**src/rtl/debounce_pkg.sv**
```systemverilog
// Shared types and constants for the push-button debounce block.
package debounce_pkg;

  // Number of flops in each raw-button synchronizer.
  localparam int SYNC_STAGES = 2;

  // Per-channel debounce FSM state.
  typedef enum logic [1:0] {
    ST_IDLE      = 2'd0,
    ST_WAIT_HIGH = 2'd1,
    ST_PRESSED   = 2'd2,
    ST_WAIT_LOW  = 2'd3
  } db_state_e;

endpackage

```
**src/rtl/module_debounce_channel.sv**
```systemverilog
// One debounce channel: synchronizer, debounce FSM with a saturating
// counter, and a registered single-cycle press pulse.
// Optional feature macro: DEBOUNCE_AUTOREPEAT_EN (periodic repeat pulse
// while the button stays held in PRESSED).
//
// Handshake: none. pulse is a registered strobe, high for exactly one
// clk_i cycle per accepted press (or repeat); there is no ready/ack.
module module_debounce_channel
  import debounce_pkg::*;
#(
  parameter int COUNT_MAX = 100000
`ifdef DEBOUNCE_AUTOREPEAT_EN
  , parameter int REPEAT_MAX = 5000000
`endif
) (
  input  logic      clk_i,
  input  logic      rst_i,
  input  logic      btn_i,
  output logic      pulse,
  output db_state_e state_dbg
);

  localparam int CNT_W = $clog2(COUNT_MAX + 1);
  localparam logic [CNT_W-1:0] CNT_LAST = CNT_W'(COUNT_MAX - 1);
  localparam logic [CNT_W-1:0] CNT_SAT  = CNT_W'(COUNT_MAX);

  logic [SYNC_STAGES-1:0] sync_q;
  logic                   btn_sync;
  db_state_e              state;
  logic [CNT_W-1:0]       cnt;
  logic [CNT_W-1:0]       cnt_inc;
  logic                   rpt_fire;

  // Bring the asynchronous button into the clk_i domain.
  always_ff @(posedge clk_i) begin
    if (rst_i) begin
      sync_q <= '0;
    end else begin
      sync_q <= {sync_q[SYNC_STAGES-2:0], btn_i};
    end
  end

  assign btn_sync  = sync_q[SYNC_STAGES-1];
  assign state_dbg = state;

  // The debounce counter holds at COUNT_MAX instead of wrapping.
  assign cnt_inc = (cnt == CNT_SAT) ? cnt : cnt + CNT_W'(1);

`ifdef DEBOUNCE_AUTOREPEAT_EN
  localparam int RPT_W = (REPEAT_MAX > 1) ? $clog2(REPEAT_MAX) : 1;
  localparam logic [RPT_W-1:0] RPT_LAST = RPT_W'(REPEAT_MAX - 1);

  logic [RPT_W-1:0] rpt_cnt;

  // Repeat interval counter: runs only while held in PRESSED, restarts
  // from zero on every PRESSED entry and after each repeat pulse.
  always_ff @(posedge clk_i) begin
    if (rst_i) begin
      rpt_cnt <= '0;
    end else if ((state != ST_PRESSED) || !btn_sync) begin
      rpt_cnt <= '0;
    end else if (rpt_cnt == RPT_LAST) begin
      rpt_cnt <= '0;
    end else begin
      rpt_cnt <= rpt_cnt + RPT_W'(1);
    end
  end

  assign rpt_fire = (state == ST_PRESSED) && btn_sync && (rpt_cnt == RPT_LAST);
`else
  assign rpt_fire = 1'b0;
`endif

  // Debounce FSM; the pulse is registered here so outputs never see a
  // combinational path from the button.
  always_ff @(posedge clk_i) begin
    if (rst_i) begin
      state <= ST_IDLE;
      cnt   <= '0;
      pulse <= 1'b0;
    end else begin
      pulse <= 1'b0;
      case (state)
        ST_IDLE: begin
          if (btn_sync) begin
            state <= ST_WAIT_HIGH;
            cnt   <= '0;
          end
        end
        ST_WAIT_HIGH: begin
          if (!btn_sync) begin
            state <= ST_IDLE;
            cnt   <= '0;
          end else if (cnt == CNT_LAST) begin
            state <= ST_PRESSED;
            cnt   <= '0;
            pulse <= 1'b1;
          end else begin
            cnt <= cnt_inc;
          end
        end
        ST_PRESSED: begin
          if (!btn_sync) begin
            state <= ST_WAIT_LOW;
            cnt   <= '0;
          end else begin
            pulse <= rpt_fire;
          end
        end
        ST_WAIT_LOW: begin
          // A high sample here is release bounce: back to PRESSED, no pulse.
          if (btn_sync) begin
            state <= ST_PRESSED;
            cnt   <= '0;
          end else if (cnt == CNT_LAST) begin
            state <= ST_IDLE;
            cnt   <= '0;
          end else begin
            cnt <= cnt_inc;
          end
        end
        default: begin
          state <= ST_IDLE;
          cnt   <= '0;
        end
      endcase
    end
  end

endmodule

```
**src/rtl/module_debounce_pulse.sv**
```systemverilog
// Two independent push-button debouncers producing single-cycle press
// pulses (clk_en1/clk_en2) for the colour-control stage. Both pulses may
// be high in the same cycle; arbitration happens downstream.
// Optional feature macro: DEBOUNCE_AUTOREPEAT_EN (held-button auto-repeat
// every REPEAT_MAX cycles).
module module_debounce_pulse
  import debounce_pkg::*;
#(
  parameter int COUNT_MAX  = 100000,
  parameter int REPEAT_MAX = 5000000
) (
  input  logic      clk_i,
  input  logic      rst_i,
  input  logic      btn1_i,
  input  logic      btn2_i,
  output logic      clk_en1,
  output logic      clk_en2,
  output db_state_e dbg_state1,
  output db_state_e dbg_state2
);

  // Channels are only built for legal parameters; otherwise the outputs
  // are tied inactive.
  if ((COUNT_MAX >= 2) && (REPEAT_MAX >= 1)) begin : g_channels
    module_debounce_channel #(
      .COUNT_MAX(COUNT_MAX)
`ifdef DEBOUNCE_AUTOREPEAT_EN
      , .REPEAT_MAX(REPEAT_MAX)
`endif
    ) u_ch1 (
      .clk_i    (clk_i),
      .rst_i    (rst_i),
      .btn_i    (btn1_i),
      .pulse    (clk_en1),
      .state_dbg(dbg_state1)
    );

    module_debounce_channel #(
      .COUNT_MAX(COUNT_MAX)
`ifdef DEBOUNCE_AUTOREPEAT_EN
      , .REPEAT_MAX(REPEAT_MAX)
`endif
    ) u_ch2 (
      .clk_i    (clk_i),
      .rst_i    (rst_i),
      .btn_i    (btn2_i),
      .pulse    (clk_en2),
      .state_dbg(dbg_state2)
    );
  end else begin : g_bad_params
    assign clk_en1    = 1'b0;
    assign clk_en2    = 1'b0;
    assign dbg_state1 = ST_IDLE;
    assign dbg_state2 = ST_IDLE;
  end

endmodule

```
**config.mk**
```make
export PLATFORM = sky130hd
export DESIGN_NAME = module_debounce_pulse
export DESIGN_NICKNAME = d
export VERILOG_FILES = /design/src/rtl/debounce_pkg.sv /design/src/rtl/module_debounce_channel.sv /design/src/rtl/module_debounce_pulse.sv
export SDC_FILE = /design/constraint.sdc
export NUM_CORES = 1
export LEC_CHECK = 0
export BUFFER_PORTS_ARGS = -buffer_cell sky130_fd_sc_hd__buf_2
export CAP_MARGIN = 20
export CORE_AREA = 4 4 83 85
export DETAILED_ROUTE_END_ITERATION = 8
export DIE_AREA = 0 0 87 89
export PLACE_DENSITY = 0.6
export SYNTH_ARGS = -nofsm -noshare
export SYNTH_HDL_FRONTEND = slang
export SYNTH_HIERARCHICAL = 1
export SYNTH_SLANG_ARGS = --single-unit
```
**constraint.sdc**
```tcl
create_clock -name clk_i -period 3.1 [get_ports clk_i]
set_input_delay 0.155 -clock clk_i [delete_from_list [all_inputs] [get_ports clk_i]]
set_output_delay 0.155 -clock clk_i [all_outputs]
set_load 0.01 [all_outputs]
```
Word-level counts from Yosys, hierarchy flattened
Cells that the tools add are included.
- flip-flop bits (word level): 44
- bits of input ports: 4
- output and inout port bits: 6
- logic and storage cells: 70
- eq/ne operators: 18
- multiplexer cells: 30
- reduce and logical (&&, ||, !) cells: 8
- add/sub/neg operators: 2
- bitwise logic cells: 4
- operators with widths (cell ; number):
    $mux W17 ; 12
    $pmux W17 S4 ; 2
    $eq A17 B17 Y1 const B ; 4
    $add A17 B1 Y17 const B ; 2
    $mux W2 ; 12
    $pmux W2 S4 ; 2
    $eq A2 B2 Y1 const B ; 4
    $reduce_and A4 Y1 ; 2
    $ne A3 B1 Y1 const B ; 2
    $ne A3 B3 Y1 const B ; 2
    $reduce_or A3 Y1 ; 2
    $eq A2 B1 Y1 const B ; 2
    $logic_not A2 Y1 ; 2
    $ne A2 B1 Y1 const B ; 2
    $ne A2 B2 Y1 const B ; 2
    $not A1 Y1 ; 4
    $reduce_and A2 Y1 ; 2
    $mux W1 ; 2

Longest topological paths before layout
Gate-level depths: netlist (run 1).
- word-level depth: 5
- mapped depth: 7
- mapped depth without buffers: 7

Cells and area by module
Netlist (run 1), hierarchy kept.
- by module, submodules not included (module ; seq. area each (sq um) ; area each (sq um) ; cells each ; instances):
    module_debounce_channel at g_channels.u_ch2 ; 440.4 ; 1241.2 ; 149 ; 1
    module_debounce_channel at g_channels.u_ch1 ; 440.4 ; 1149.9 ; 135 ; 1

Worst setup path after synthesis (run 1)
No wires, ideal clock.
- kind: register -> register
- start point: register g_channels.u_ch1.cnt[0]
- end point: register g_channels.u_ch1.cnt[10]
- data arrival time: 1.651 ns
- cell stages (with the launch flop): 7
- setup time: 0.116 ns
- path buffers: 0
- clock period less this slack: 1.766 ns
- required time: 2.984 ns
- path slack: 1.334 ns
- path through: dfxtp_1 > ha_1 > nand4_1 > nor4_2 > nor2_2 > a32o_1 > a31o_1
- longest elaborated chain between the ends: 5
- elaborated cells on any way between the ends: 8
- those cells by class: 1 x add/sub; 2 x eq/ne; 5 x mux
- ends and longest elaborated chain (what ; RTL line ; source):
    start, declared ; module_debounce_channel.sv:30 ; logic [CNT_W-1:0] cnt;
    start signal, assigned ; module_debounce_channel.sv:99 ; cnt <= cnt_inc;
    start signal, assigned ; module_debounce_channel.sv:119 ; cnt <= cnt_inc;
    $add A17 B1 Y17 or $eq A17 B17 Y1 (tied branches) ; module_debounce_channel.sv:47 ; assign cnt_inc = (cnt == CNT_SAT) ? cnt : cnt + CNT_W'(1);
    $mux W17 ; module_debounce_channel.sv:47 ;
    $mux W17 (*) ; module_debounce_channel.sv:94, module_debounce_channel.sv:115 ;
    $mux W17, on equally long branches ; module_debounce_channel.sv:112, module_debounce_channel.sv:91 ;
    $pmux W17 S4 (*) ; module_debounce_channel.sv:83 ; case (state)
Mark *: on every way between the ends. The rest lies on a longest branch, timed or not.
A chain may end at the register's enable or synchronous reset.

Final worst setup path (run 1)
- start point: register g_channels.u_ch2.cnt[0]
- end point: register g_channels.u_ch2.cnt[9]
- longest elaborated chain between the ends: 5
- elaborated cells on any way between the ends: 8
- those cells by class: 1 x add/sub; 2 x eq/ne; 5 x mux
- ends and longest elaborated chain (what ; RTL line):
    start, declared ; module_debounce_channel.sv:30
    start signal, assigned ; module_debounce_channel.sv:99
    start signal, assigned ; module_debounce_channel.sv:119
    $add A17 B1 Y17 or $eq A17 B17 Y1 (tied branches) ; module_debounce_channel.sv:47
    $mux W17 ; module_debounce_channel.sv:47
    $mux W17 (*) ; module_debounce_channel.sv:94, module_debounce_channel.sv:115
    $mux W17, on equally long branches ; module_debounce_channel.sv:112, module_debounce_channel.sv:91
    $pmux W17 S4 (*) ; module_debounce_channel.sv:83
Marked as above.

==> results of run 1 <==
metal layers:
metal | GRT usage [%] | part of all wire (%) | vias up
li1 | - | - | 1075
met1 | 17.8 | 46 | 984
met2 | 25.3 | 48 | 42
met3 | 4.06 | 3.5 | 10
met4 | 5.24 | 1.9 | 0
met5 | 0 | 0 | -
how the worst min path moves through the flow:
stage	startpoint	endpoint	slack [ns]	cells after the start
2_1_floorplan	btn1_i	g_channels.u_ch1/sync_q[0]	0.28	1
3_3_place_gp	btn1_i	g_channels.u_ch1/sync_q[0]	0.37	2
3_5_place_dp	btn2_i	g_channels.u_ch2/sync_q[0]	0.39	2
4_1_cts	btn2_i	g_channels.u_ch2/sync_q[0]	0.07	2
5_1_grt	btn2_i	g_channels.u_ch2/sync_q[0]	0.1	2
6_report	btn2_i	g_channels.u_ch2/sync_q[0]	0.08	2
through the flow:
| stage | area (µm²) | setup slack, ns |
|---|---|---|
| after global placement | 2460 | 1.03 |
| after detailed placement | 2460 | 1.00 |
| after CTS | 2590 | 0.982 |
| after global routing | 2590 | 0.770 |
| after floorplan | 2390 | 1.33 |
| final | 2590 | 0.990 |
cell families after synthesis:
kind of cell               share of synthesized area, %
and+or+nand+nor                                    33.4
AOI/OAI and AO/OA                                  17.1
DFF                                                36.8
buffers and inverters                              5.18
xor gates and xnor gates                           3.24
muxes                                              2.15
adders and majority gates                          2.09
area by class of cell:
| type | count | share of cell area [%] |
|---|---|---|
| timing repair buffer | 12 | 2.61 |
| inverter | 9 | 1.31 |
| multi-input combinational | 215 | 53.6 |
| clock buffer | 6 | 3.19 |
| tap | 77 | 3.73 |
| sequential | 44 | 34.1 |
| clock inverter | 2 | 1.50 |
report_power, final:
part / switching, µW / total, µW / internal [µW]
clock network: 209 / 473 / 264
logic: 24.7 / 40.9 / 16.2
registers: 6.91 / 577 / 570
total: 241 / 1090 / 850
Yosys cell counts (3+ instances only):
master	n	area [µm²]
mux2i_1	4	40.0
nand3_1	24	120
nand3b_1	3	22.5
o211ai_1	3	22.5
or4_1	4	30.0
and3_1	5	31.3
and4_1	4	35.0
clkbuf_1	4	15.0
buf_2	8	40.0
nor2_1	14	52.6
dfxtp_1	44	881
nor3_1	6	30.0
nand4_1	12	75.1
a21oi_1	9	45.0
or3_1	4	25.0
o21ai_0	13	65.1
a31oi_1	20	125
nor2b_1	4	25.0
inv_1	9	33.8
nand2b_1	3	18.8
ha_1	4	50.1
nand2_1	28	105
xor2_1	5	43.8
flip-flops by register name, indices dropped and copies added, names as in the netlist, named ones only:
name,flops
g_channels.u_ch2/pulse,1
g_channels.u_ch1/state_dbg,1
g_channels.u_ch2/sync_q,2
g_channels.u_ch1/cnt,17
g_channels.u_ch1/sync_q,2
g_channels.u_ch2/state_dbg,1
g_channels.u_ch2/cnt,17
g_channels.u_ch1/pulse,1
layout by cell type (no fill, tap or decap), drive strengths merged, types with 6 or more instances in the layout:
| cell type | Yosys | layout |
|---|---|---|
| dfxtp | 44 | 44 |
| nand2 | 28 | 28 |
| nand3 | 24 | 24 |
| a31oi | 20 | 20 |
| nor2 | 15 | 15 |
| o21ai | 14 | 14 |
| nand4 | 13 | 13 |
| buf | 11 | 12 |
| inv | 9 | 9 |
| a21oi | 9 | 9 |
| nor3 | 7 | 7 |
| clkbuf | 5 | 6 |
| xor2 | 6 | 6 |
| or3 | 6 | 6 |
==> metrics, run 1 <==
unrepaired setup endpoints after global routing=false; crit path DAT=2.30 ns; largest net degree at the start of global routing=20; CP Class=reg -> reg; top_reg_cell synth=dfxtp_1; Overall Power=1090 µW; Worst path top cell family by delay=simple AND/OR/NAND/NOR gates; Routed WL=5260 µm; Final period util=68.1%; Worst-Skew Late Latency=0.31 ns; IO Pins=10; share of layout cells above drive strength 1=11.8%; vias in the first global route=1938; Iteration-0 DRC Markers=122; Crit Path Max Fanout=12; drt pass-1 iters=4; grt ovf=0; FF-to-FF End=g_channels.u_ch2/cnt[9]; average size of a mapped cell=8.42 µm²; Setup TNS=0 ns; quantity of gates resized following cts=0; Max Cap Viol=0; # setup viols final=0; Least-Margin Pin Slew=0.717 ns; Leakage=0.000895 µW; cts hold-fix bufs=0; Die Ht=89 µm; Buf/Inv on CP=1; core area=6200 µm²; Inst Count DP=357; reg2reg start=g_channels.u_ch2/cnt[0]; Mapped Area=2390 µm²; DRC violations left=0; CP Capture Point=g_channels.u_ch2/cnt[9]; antenna cells=0; Fin. Hold Viols=0; Post-CTS Setup Bufs=0; ANT nets after route=0; multi-input logic area=1390 µm²; FF-to-FF path depth=6; nets=295; Crit path largest cell delay=0.42 ns; minimum clock period=2.11 ns; via count=2111; initial antenna violation count=0; CP Launch Point=g_channels.u_ch2/cnt[0]; TritonCTS clock tree=yes; CTS max path bufs=2; post-synthesis cell type count=62; H-tree Lvls=2; DP HPWL=3730 µm; Final Skew=0.00750 ns; Min-Delay Path Class=in -> reg; hold_ws=0.0799 ns; critical path depth=6; first-pass GRT wire length=9180 µm; Non-Filler Instances=365; die width=87 µm; Max IR drop VDD=0.270 mV; Mapped Nets=292; CTS Buf Count=5; Layout area overhead=8.16%; worst-path cell chain=ha_1 > and4_1 > nand4_1 > buf_4 > a31oi_1 > a21oi_1; Starting Density=38.5%; fin util=41.7%; clk root buf=clkbuf_8; Seq cells post-synth=44; count of pins over their slew limit=0; FP Rows=29; status=completed; Tot GR Track Use=14.8%; RD Place Congestion=0.828; Clk pin slew, worst setup/hold paths=0.08 ns; PD cells=422 nW/µm²; number of flops mapped to enable cells by yosys=0; fmax=0.474 GHz; Mapped Cells=284; die area=7740 µm²; Reg area=881 µm²; CP max stage cell=dfxtp_1; startpoint types=flop; R2R setup slack=0.99 ns; yosys warns=6; CTS sink cnt=44; I/O Buffers=9; asr flop ratio synth=0%; sequential area share after synthesis=36.8%; WL/cell=14.4 µm; FILL cells=637; Critical Path RT=3.29 ns; Slew headroom=52.1%; Critical Path End Type=flop; routed vias/inst=5.78
No activity file was read; power rests on OpenSTA's default activity.
==> run 2, diff against run 1 <==
==> constraint.sdc (replaced) <==
create_clock -name clk_i -period 2.1 [get_ports clk_i]
set_input_delay 0.105 -clock clk_i [delete_from_list [all_inputs] [get_ports clk_i]]
set_output_delay 0.105 -clock clk_i [all_outputs]
set_load 0.01 [all_outputs]
==> run 2 against run 1 <==
  * Combinational power rose by 50%
  * Sequential share of layout area decreased by 0.44 points
  * Routed wire length shrank 1.8%
  * Maximum frequency grew 6.9%
  * Final area increased by 1.3%
  * Die area did not move
  * Largest cell class unchanged
==> metrics, run 2 (synthesis results as in run 1) <==
Critical Path RT=2.28 ns; Crit Path Max Fanout=13; Least-Margin Pin Slew=0.619 ns; CTS sink cnt=44; crit path DAT=2.15 ns; minimum clock period=1.97 ns; DRC violations left=0; ANT nets after route=0; TritonCTS clock tree=yes; Final WS setup=0.126 ns; R2R setup slack=0.13 ns; routed vias/inst=5.65; PD cells=561 nW/µm²; count of pins over their slew limit=0; H-tree Lvls=2; antenna cells=0; RD Place Congestion=0.835; drt pass-1 iters=4; Routed WL=5170 µm; startpoint types=flop; largest net degree at the start of global routing=26; die area=7740 µm²; Die Ht=89 µm; WHS Path Cells=2; reg2reg start=g_channels.u_ch1/cnt[0]; Clk pin slew, worst setup/hold paths=0.08 ns; Overall Power=1470 µW; most frequent cells in the layout=44 x dfxtp_1, 28 x nand2_1, 24 x nand3_1, 20 x a31oi_1, 14 x nor2_1; Worst-Skew Late Latency=0.30 ns; Leakage=0.000915 µW; Max IR drop VDD=0.353 mV; share of layout cells above drive strength 1=13.6%; grt ovf=0; Iteration-0 DRC Markers=95; hold path startpoint=btn1_i; multi-input logic area=1400 µm²; core area=6200 µm²; Critical Path End Type=flop; Hold EP=g_channels.u_ch1/sync_q[0]; IO Pins=10; CTS Buf Count=5; die width=87 µm; I/O Buffers=9; CP Class=reg -> reg; pre-CTS WS=0.126 ns; vias in the first global route=1968; Post-CTS Setup Bufs=0; Fin. Hold Viols=0; initial antenna violation count=0; FF-to-FF path depth=6; CTS max path bufs=2; FP Rows=29; WL/cell=13.9 µm; Max Cap Viol=0; nets=302; fmax=0.506 GHz; Top Registers=g_channels.u_ch1/cnt (17), g_channels.u_ch2/cnt (17); commonest non-fill, non-tap cell in the layout=dfxtp_1; FILL cells=623; # setup viols final=0; Final Skew=0.00931 ns; via count=2103; Slew headroom=58.5%; Min-Delay Path Class=in -> reg; first-pass GRT wire length=8900 µm; Final period util=94.0%; Starting Density=38.5%; Tot GR Track Use=14.3%; Reg area=881 µm²; clk root buf=clkbuf_8; FF-to-FF End=g_channels.u_ch1/cnt[1]; status=completed; Layout area overhead=9.58%; DP HPWL=3710 µm
## run 2: per-layer routing
metal | routed length [µm] | share of wire (%) | vias to the layer above | track usage (%)
li1 | - | - | 1085 | -
met1 | 2380 | 46 | 984 | 16.9
met2 | 2550 | 49 | 25 | 24.7
met3 | 130 | 2.5 | 9 | 2.86
met4 | 105 | 2.0 | 0 | 7.22
met5 | 0 | 0 | - | 0
## run 2: stage by stage
stage,setup TNS [ns],hold WS [ns],instance area [µm²],util (%),instances
global placement,0,0.325,2520,40.6,364
detailed placement,0,0.325,2520,40.6,364
global route,-0.00598,0.0342,2620,42.2,372
CTS,0,0.0185,2610,42.1,372
finish,0,0.0216,2620,42.2,372
floorplan,0,0.233,2390,-,284
## run 2: layout make-up
type,count,area share (%)
Multi-Input combinational cell,215,53.2
Sequential cell,44,33.6
Timing Repair Buffer,19,4.58
Tap cell,77,3.68
Clock buffer,7,3.30
Inverter,9,1.29
Clock inverter,1,0.287
## run 2: what timing repair did
action	4_1_cts	5_1_grt
resized for setup	0	1
hold buffers	0	0
setup endpoints to repair	0	6
## run 2: where the power goes
| group | total, µW | switching, µW | leakage, µW | internal (µW) |
|---|---|---|---|---|
| clock network | 556 | 289 | 0.0000445 | 268 |
| logic | 61.4 | 37.2 | 0.000515 | 24.2 |
| registers | 853 | 10.6 | 0.000355 | 842 |
## run 2: worst max-delay path by stage
stage	start	end	slack (ns)	cells past startpoint
after floorplan	g_channels.u_ch1/cnt[0]	g_channels.u_ch1/cnt[10]	0.33	6
after global placement	g_channels.u_ch1/cnt[0]	g_channels.u_ch1/cnt[10]	0.22	6
after CTS	g_channels.u_ch1/cnt[0]	g_channels.u_ch1/cnt[10]	0.11	6
after global routing	g_channels.u_ch1/cnt[0]	g_channels.u_ch1/cnt[7]	-0.005	7
after detailed placement	g_channels.u_ch1/cnt[0]	g_channels.u_ch1/cnt[10]	0.13	6
final	g_channels.u_ch1/cnt[0]	g_channels.u_ch1/cnt[1]	0.13	6
## run 2: worst max-delay path, stage by stage, from the launching register on
cell,delay [ns]
dfxtp_1,0.45
ha_1,0.27
nand4_1,0.17
nor4_4,0.38
nor2_2,0.18
a31oi_1,0.29
o21ai_0,0.12
==> run 3, diff against run 2 <==
--- a/config.mk
+++ b/config.mk
@@ -5,12 +5,12 @@
 export SDC_FILE = /design/constraint.sdc
 export NUM_CORES = 1
 export LEC_CHECK = 0
-export BUFFER_PORTS_ARGS = -buffer_cell sky130_fd_sc_hd__buf_2
 export CAP_MARGIN = 20
 export CORE_AREA = 4 4 83 85
 export DETAILED_ROUTE_END_ITERATION = 8
 export DIE_AREA = 0 0 87 89
-export PLACE_DENSITY = 0.6
+export DONT_BUFFER_PORTS = 1
+export PLACE_DENSITY = 0.59
 export SYNTH_ARGS = -nofsm -noshare
 export SYNTH_HDL_FRONTEND = slang
 export SYNTH_HIERARCHICAL = 1
==> run 3 against run 2 <==
  * Routed wire length is 1.2% higher
  * Clock power is 2% higher
  * Register-to-register slack better by 0.06 ns
  * Worst setup slack better by 0.057 ns
==> metrics, run 3 (synthesis results as in run 1) <==
status=completed; Min-Delay Path Class=in -> reg; grt ovf=0; CTS max path bufs=2; minimum clock period=1.92 ns; clock network fraction of total power=38.2%; CTS Buf Count=5; DRC violations left=0; unrepaired setup endpoints after global routing=false; met3 Track Usage GR=2.86%; share of layout cells above drive strength 1=11.3%; Max IR drop VDD=0.267 mV; PD cells=568 nW/µm²; P_sw=343 µW; Int Pwr=1140 µW; Top Registers=g_channels.u_ch1/cnt (17), g_channels.u_ch2/cnt (17); Layout area overhead=9.21%; antenna cells=0; Sw Ratio=23.2%; routed vias/inst=5.72; Seq pwr share=57.4%; busiest layer in global routing=met2; commonest non-fill, non-tap cell in the layout=dfxtp_1; Comb pwr share=4.4%; Slew headroom=60.5%; Crit Path Max Fanout=15; DP HPWL=3700 µm; Critical Path RT=2.30 ns; Leakage=0.000892 µW; count of pins over their slew limit=0; Tot GR Track Use=14.6%; Least-Margin Pin Slew=0.592 ns; fmax=0.522 GHz; Die Ht=89 µm; clk root buf=clkbuf_8; crit path DAT=2.11 ns; Worst-Skew Late Latency=0.29 ns; largest net degree at the start of global routing=16; FILL cells=624; Overall Power=1480 µW; I/O Buffers=0; Critical Path End Type=flop; CTS sink cnt=44; die width=87 µm; # setup viols final=0; via count=2104; most frequent cells in the layout=44 x dfxtp_1, 28 x nand2_1, 24 x nand3_1, 20 x a31oi_1, 14 x nor2_1; Iteration-0 DRC Markers=150; CP Class=reg -> reg; quantity of gates resized following cts=0; Global Route met2 Usage=25.9%; WL/cell=14.2 µm; Clk pin slew, worst setup/hold paths=0.09 ns; initial antenna violation count=0; drt pass-1 iters=4; Post-CTS Setup Bufs=0; Max Cap Viol=0; core area=6200 µm²; IO Pins=10; Final period util=91.3%; H-tree Lvls=2; Post-DP Area=2490 µm²; FP Rows=29; GRT met1 Usage=17.9%; cts hold-fix bufs=3; Starting Density=38.5%; first-pass GRT wire length=9230 µm; Setup TNS=0 ns; startpoint types=flop; Final Skew=0.00929 ns; Finished Cell Area=2610 µm²; ANT nets after route=0; nets=298; RD Place Congestion=0.823; TritonCTS clock tree=yes; Fin. Hold Viols=0; Routed WL=5230 µm; vias in the first global route=1984; die area=7740 µm²
-- run 3: critical path, cell delays in order (launching register included) --
cell     delay [ns]
dfxtp_1        0.43
ha_1           0.26
nand4_1        0.13
nor4_2         0.36
nor2_2         0.20
a32o_1         0.26
a31o_1         0.17
-- run 3: final cells by class --
class	instances	area, µm²	share of cell area [%]
inverters	9	33.8	1.29
flip-flops and latches	44	881	33.7
repair buffers	15	120	4.60
well taps	77	96.3	3.69
clock inverters	1	7.51	0.287
clock buffers	7	86.3	3.31
multi-input cells	215	1390	53.1
-- run 3: power by group through the flow --
| stage | clock network, µW | logic (µW) | registers (µW) |
|---|---|---|---|
| finish | 566 | 65.4 | 852 |
| global route | 620 | 73.8 | 853 |
| CTS | 585 | 66.5 | 851 |
| detailed placement | 0 | 57.1 | 871 |
| global placement | 0 | 56.0 | 871 |
| floorplan | 0 | 47.7 | 870 |
-- run 3: metrics by stage --
step,util [%],worst slack [ns],hold WS (ns),cells
after floorplan,-,0.334,0.233,284
final,42.1,0.183,0.0285,368
after CTS,42.1,0.195,0.0193,368
after global placement,40.1,0.249,0.178,357
after global routing,42.1,0.0193,0.0131,368
after detailed placement,40.1,0.200,0.180,357
-- run 3: path summary, 6_finish.rpt --
path                                   end                  startpoint  depth (start not counted)  slack [ns]
max               g_channels.u_ch1/cnt[10]     g_channels.u_ch1/cnt[0]                          6        0.18
max reg2reg       g_channels.u_ch1/cnt[10]     g_channels.u_ch1/cnt[0]                          6        0.18
min reg2reg     g_channels.u_ch2/sync_q[1]  g_channels.u_ch2/sync_q[0]                          1        0.44
min          g_channels.u_ch1/state_dbg[0]                       rst_i                          1        0.03
-- run 3: routing by layer --
layer / routed length [µm] / up-vias / share of wire [%]
met1: 2450 / 1002 / 47
met2: 2610 / 24 / 50
met5: 0 / - / 0
met4: 65 / 0 / 1.2
met3: 100 / 4 / 1.9
li1: - / 1074 / -
